===== config.mk =====
export PLATFORM = sky130hd
export DESIGN_NAME = rr_arbiter8
export DESIGN_NICKNAME = d
export VERILOG_FILES = /design/src/rtl/arb_pkg.sv /design/src/rtl/onehot_enc8.sv /design/src/rtl/rr_arbiter8.sv
export SDC_FILE = /design/constraint.sdc
export NUM_CORES = 1
export LEC_CHECK = 0
export BUFFER_PORTS_ARGS = -buffer_cell sky130_fd_sc_hd__buf_2
export CORE_UTILIZATION = 41
export DETAILED_ROUTE_END_ITERATION = 16
export GPL_ROUTABILITY_DRIVEN = 1
export PLACE_DENSITY_LB_ADDON = 0.1
export SLEW_MARGIN = 15
export SYNTH_ARGS = -nofsm -noshare
export SYNTH_HDL_FRONTEND = slang
export SYNTH_HIERARCHICAL = 1
export SYNTH_SLANG_ARGS = --single-unit

===== constraint.sdc =====
create_clock -name clk -period 4.65 [get_ports clk]
set_input_delay 0 -clock clk [delete_from_list [all_inputs] [get_ports clk]]
set_output_delay 0 -clock clk [all_outputs]
set_load 0.01 [all_outputs]

===== src/rtl/arb_pkg.sv =====
// Shared constants and types for the eight-way round-robin arbiter.
// The optional hold limit is enabled by defining ARB_HOLD_LIMIT_EN.
package arb_pkg;

  localparam int ARB_N        = 8;
  localparam int ARB_IDX_W    = 3;
  localparam int ARB_MAX_HOLD = 16;

  typedef enum logic {
    ARB_IDLE = 1'b0,
    ARB_BUSY = 1'b1
  } arb_state_e;

endpackage


===== src/rtl/onehot_enc8.sv =====
// Combinational 8-to-3 one-hot-to-index encoder.
// Returns 3'd0 when the input is zero or has more than one bit set.
module onehot_enc8
  import arb_pkg::*;
(
  input  logic [ARB_N-1:0]     onehot,
  output logic [ARB_IDX_W-1:0] idx
);

  logic [ARB_IDX_W-1:0] idx_or;
  logic                 is_onehot;

  // NOTE: every always_comb output gets a default first so no path can infer a latch.
  always_comb begin
    idx_or = '0;
    for (int i = 0; i < ARB_N; i++) begin
      if (onehot[i]) idx_or = idx_or | ARB_IDX_W'(i);
    end
  end

  assign is_onehot = (onehot != '0) && ((onehot & (onehot - 1'b1)) == '0);
  assign idx       = is_onehot ? idx_or : '0;

endmodule


===== src/rtl/rr_arbiter8.sv =====
// Eight-way round-robin arbiter with registered one-hot grant and binary index.
// Define ARB_HOLD_LIMIT_EN to force a handover after MAX_HOLD cycles when others wait.
module rr_arbiter8
  import arb_pkg::*;
#(
  parameter int MAX_HOLD = ARB_MAX_HOLD
) (
  input  logic                 clk,
  input  logic                 rst_n,
  input  logic [ARB_N-1:0]     req,
  output logic [ARB_N-1:0]     gnt,
  output logic [ARB_IDX_W-1:0] gnt_idx,
  output logic                 gnt_valid
);

  if (MAX_HOLD < 2 || MAX_HOLD > 255) begin : g_bad_max_hold
    $error("rr_arbiter8: MAX_HOLD must be in 2..255");
  end

  arb_state_e           state;
  logic [ARB_IDX_W-1:0] owner;
  logic [ARB_IDX_W-1:0] ptr;

  logic [ARB_N-1:0]     cand;
  logic [ARB_N-1:0]     rot;
  logic [ARB_N-1:0]     first;
  logic [ARB_IDX_W-1:0] offset;
  logic [ARB_IDX_W-1:0] win;
  logic                 busy;
  logic                 owner_drop;
  logic                 expire;
  logic                 new_grant;

  assign busy = (state == ARB_BUSY);

  // While busy the owner is never a candidate, so a forced handover cannot re-pick it.
  assign cand       = busy ? (req & ~(ARB_N'(1) << owner)) : req;
  assign rot        = ARB_N'({cand, cand} >> ptr);
  assign first      = rot & (~rot + 1'b1);
  assign win        = ptr + offset;
  assign owner_drop = busy && !req[owner];

  onehot_enc8 u_enc (
    .onehot (first),
    .idx    (offset)
  );

`ifdef ARB_HOLD_LIMIT_EN
  localparam logic [7:0] HOLD_LAST = 8'(MAX_HOLD - 1);

  logic [7:0] hold_cnt;

  assign expire = busy && (hold_cnt == HOLD_LAST);

  always_ff @(posedge clk or negedge rst_n) begin
    if (!rst_n) begin
      hold_cnt <= '0;
    end else if (new_grant) begin
      hold_cnt <= '0;
    end else if (busy && hold_cnt != HOLD_LAST) begin
      hold_cnt <= hold_cnt + 8'd1;
    end
  end
`else
  assign expire = 1'b0;
`endif

  assign new_grant = (!busy || owner_drop || expire) && (cand != '0);

  // NOTE: sequential state uses non-blocking assignments so every register samples pre-edge values.
  always_ff @(posedge clk or negedge rst_n) begin
    if (!rst_n) begin
      state <= ARB_IDLE;
      owner <= '0;
      ptr   <= '0;
    end else if (new_grant) begin
      state <= ARB_BUSY;
      owner <= win;
      ptr   <= win + 1'b1;
    end else if (owner_drop) begin
      state <= ARB_IDLE;
    end
  end

  assign gnt       = busy ? (ARB_N'(1) << owner) : '0;
  assign gnt_idx   = busy ? owner : '0;
  assign gnt_valid = busy;

endmodule


==> results.py <==
metrics = {
    "worst_hold_path": {
        "hold_class": "input port to asynchronous set/reset pin",
    },
    "drt": {
        "dr_total_vias": 1679,
        "drcViolationCount": 0,
        "ant_nets": 0,
        "drt_iter0_markers": 78,
        "wirelength_um": 4597,
        "viasPerCell": 6.173,
        "dr.pass1.iters": 5,
        "wl_per_cell_um": 16.90,
    },
    "finish": {
        "nNetsFinal": 238,
        "diodes": 0,
        "stdcell_count": 272,
        "drive_above_1_share": 0.2366,
        "utilization": 0.4884,
        "synthToLayoutAreaGrowth_pct": 14.41,
        "fillCellCount": 356,
    },
    "sta": {
        "slew_viol_final": 0,
        "setup_tns_ns": 0,
        "clock.fmax_ghz": 0.2298,
        "period_share": 0.9359,
        "setup_viol": 0,
        "final.setup.worst_slack_ns": 0.2982,
        "skew_ns": 0.004388,
        "hold_viol_final": 0,
        "rsz0062_at_grt": "no",
        "worstMarginPinSlew_ns": 0.5732,
        "maxSlewHeadroom": 0.6149,
        "fin_crit_ns": 4.352,
    },
    "grt": {
        "grt_pass1_vias": 1578,
        "grt.total_usage": 0.2388,
        "grt_pass1_wl_um": 7590,
        "grt_max_degree": 26,
        "grt_antenna_before_repair": 0,
        "grt_overflow": 0,
    },
    "cts": {
        "clockBufferDepth": 2,
        "clockRootBuffer": "clkbuf_8",
        "clk_pin_slew_ns": 0.04,
        "postCtsSetupRepairBufs": 0,
        "htreeDepth": 1,
        "tritoncts": "built",
        "cts_made_buffers": 3,
        "clock_latency_ns": 0.24,
        "clkSinkCount": 7,
    },
    "yosys": {
        "syn_area_um2": 1563,
        "synth_edf_count": 0,
        "synth_flop_cell": "dfrtp_1",
        "ys_seq_elements": 7,
        "syn_inst": 206,
        "synth.distinct_cells": 59,
        "synth_top_area_share": 0.1121,
        "synth_top_area_cell": "dfrtp_1",
        "yosysSeqAreaShare": 0.1121,
        "ys_warn_count": 6,
        "ys_top_cells_by_area": "dfrtp_1, mux4_2, mux2i_1",
        "syn_nets": 219,
        "synthArstFlopShare": 1.000,
        "avgSynthCellArea_um2": 7.586,
    },
    "power": {
        "powerDensity_nw_per_um2": 878.2,
        "seq_power_share": 0.093,
        "leakagePower_nw": 0.7768,
        "netSwitchingPower_mw": 0.8126,
        "intPower_mw": 0.7576,
        "p_clk_frac": 0.057,
        "switching_share": 0.5175,
        "p_comb_frac": 0.850,
        "ir_drop_v": 0.0003173,
        "p_total_mw": 1.570,
    },
    "place": {
        "dpl.hpwl_um": 3461,
        "place_congestion": 0.8886,
        "place_inst": 267,
        "pre_cts_ws_ns": 0.3284,
        "portBuffers": 21,
    },
    "die": {
        "core_um2": 3661,
        "rows": 22,
        "top_level_ports": 22,
        "dieArea_um2": 4063,
        "die_x_um": 63.74,
        "fp.dieH_um": 63.74,
        "start_util": 0.4269,
    },
    "setup_path": {
        "cp.arrival_ns": 4.46,
        "critPathMaxStageDelay_ns": 0.57,
        "timing_worst_setup_path_type": "flip-flop to flip-flop",
        "crit_chain": "or4b_4 > and2_4 > mux4_2 > or3_1 > a21boi_1 > maj3_1 > nor4_1 > nor3_1 > nor3_2 > ha_1 > fa_1 > ha_1 > xnor2_1 > nor2_1 > xor2_1",
        "start_kind": "flip-flop",
        "slowest_stage": "or4b_4",
        "crit_path_end_kind": "flip-flop",
        "required_ns": 4.76,
        "critPathMostFrequentCell": "ha_1",
        "cp_top_family": "simple AND/OR/NAND/NOR gates",
        "worstPathMaxFanout": 4,
        "worst-path-buf-inv": 0,
    },
    "flow_run": {
        "maxCapViolations": 0,
    },
    "run_status": {
        "outcome": "completed",
    },
}
final timing paths:
check | to | cells after the start | from | slack (ns)
min | ptr[1]$_DFFE_PN0P_ | 2 | rst_n | 0.12
min in group clk | gnt_valid$_DFFE_PN0P_ | 5 | req[1] | 0.33
min reg2reg | ptr[2]$_DFFE_PN0P_ | 1 | ptr[2]$_DFFE_PN0P_ | 0.68
max | ptr[2]$_DFFE_PN0P_ | 15 | owner[2]$_DFFE_PN0P_ | 0.30
max reg2reg | ptr[2]$_DFFE_PN0P_ | 15 | owner[2]$_DFFE_PN0P_ | 0.30
max in group asynchronous | owner[0]$_DFFE_PN0P_ | 2 | rst_n | 4.37
cell usage after synthesis (2+ instances only):
master / instances
inv_1: 14
nand2b_1: 3
nor2b_1: 4
mux4_2: 7
nor3b_1: 6
nor4b_1: 3
dfrtp_1: 7
a2111oi_0: 2
a221oi_1: 2
clkbuf_1: 12
xor2_1: 2
nand4bb_1: 2
a31oi_1: 5
o221ai_1: 2
o21ai_1: 9
ha_1: 2
mux2i_1: 8
nand4b_1: 3
nor3_1: 8
a21oi_1: 5
xnor2_1: 2
or2_2: 3
o21ai_0: 11
and2_1: 5
o32ai_1: 2
a311oi_1: 3
nand4_1: 3
buf_2: 4
nand3_1: 7
nor4_1: 3
nand2_1: 18
nor2_1: 9
mux2_1: 4
cell families (layout without fill, tap and decap cells):
logic type                 after synthesis  in the layout  synth area share
adders and majority gates                4              4           0.03523
muxes                                   20             20            0.1881
xor gates and xnor gates                 4              4           0.02242
buffers and inverters                   33             51           0.08486
DFF                                      7              7            0.1121
AOI/OAI and AO/OA                       51             51            0.2186
and+or+nand+nor                         87             87            0.3387
per-stage QoR:
step | hold slack, ns | area [µm²]
floorplan | -0.2956 | 1563
global placement | -0.1650 | 1727
detailed placement | -0.1608 | 1727
CTS | 0.1269 | 1782
global route | 0.1369 | 1788
finish | 0.1233 | 1788
area by class of cell:
class,instances,area (µm²),share of cell area
clock buffer,4,45.04,0.02519
inverter,15,56.30,0.03149
multi-input combinational,166,1261,0.7054
sequential,7,175.2,0.09797
tap,48,60.06,0.03359
timing repair buffer,32,190.2,0.1064
cell usage in the layout (no fill, tap or decap), types with 6 or more instances in the layout:
cell	instances
buf_2	21
buf_4	10
dfrtp_1	7
inv_1	14
mux2i_1	8
mux4_2	7
nand2_1	18
nand3_1	7
nor2_1	9
nor3_1	8
nor3b_1	6
o21ai_0	11
o21ai_1	9
power groups by stage:
stage | registers, mW | clock network (mW) | logic [mW]
after floorplan | 0.127 | 0 | 1.03
after global placement | 0.145 | 0 | 1.27
after detailed placement | 0.147 | 0 | 1.32
after CTS | 0.146 | 0.0912 | 1.32
after global routing | 0.152 | 0.0949 | 1.48
final | 0.147 | 0.0894 | 1.33
timing repair:
action,4_1_cts,5_1_grt
endpoints found under the setup margin,0,2
hold endpoints to repair,7,0
hold buffers,1,0
resized for setup,0,1
sequential cells by signal (all words and copies together) (netlist names):
register	count
owner	3
ptr	3
gnt_valid	1
routing by layer:
metal / global-route usage / share of wire / vias to the layer above / wire (µm)
met5: 0 / 0 / - / 0
met2: 0.4003 / 0.49 / 60 / 2232
met4: 0.09375 / 0.024 / 0 / 112
met1: 0.3079 / 0.43 / 789 / 1993
met3: 0.03214 / 0.056 / 13 / 259
li1: - / - / 817 / -
(Power assumes the default switching activity.)
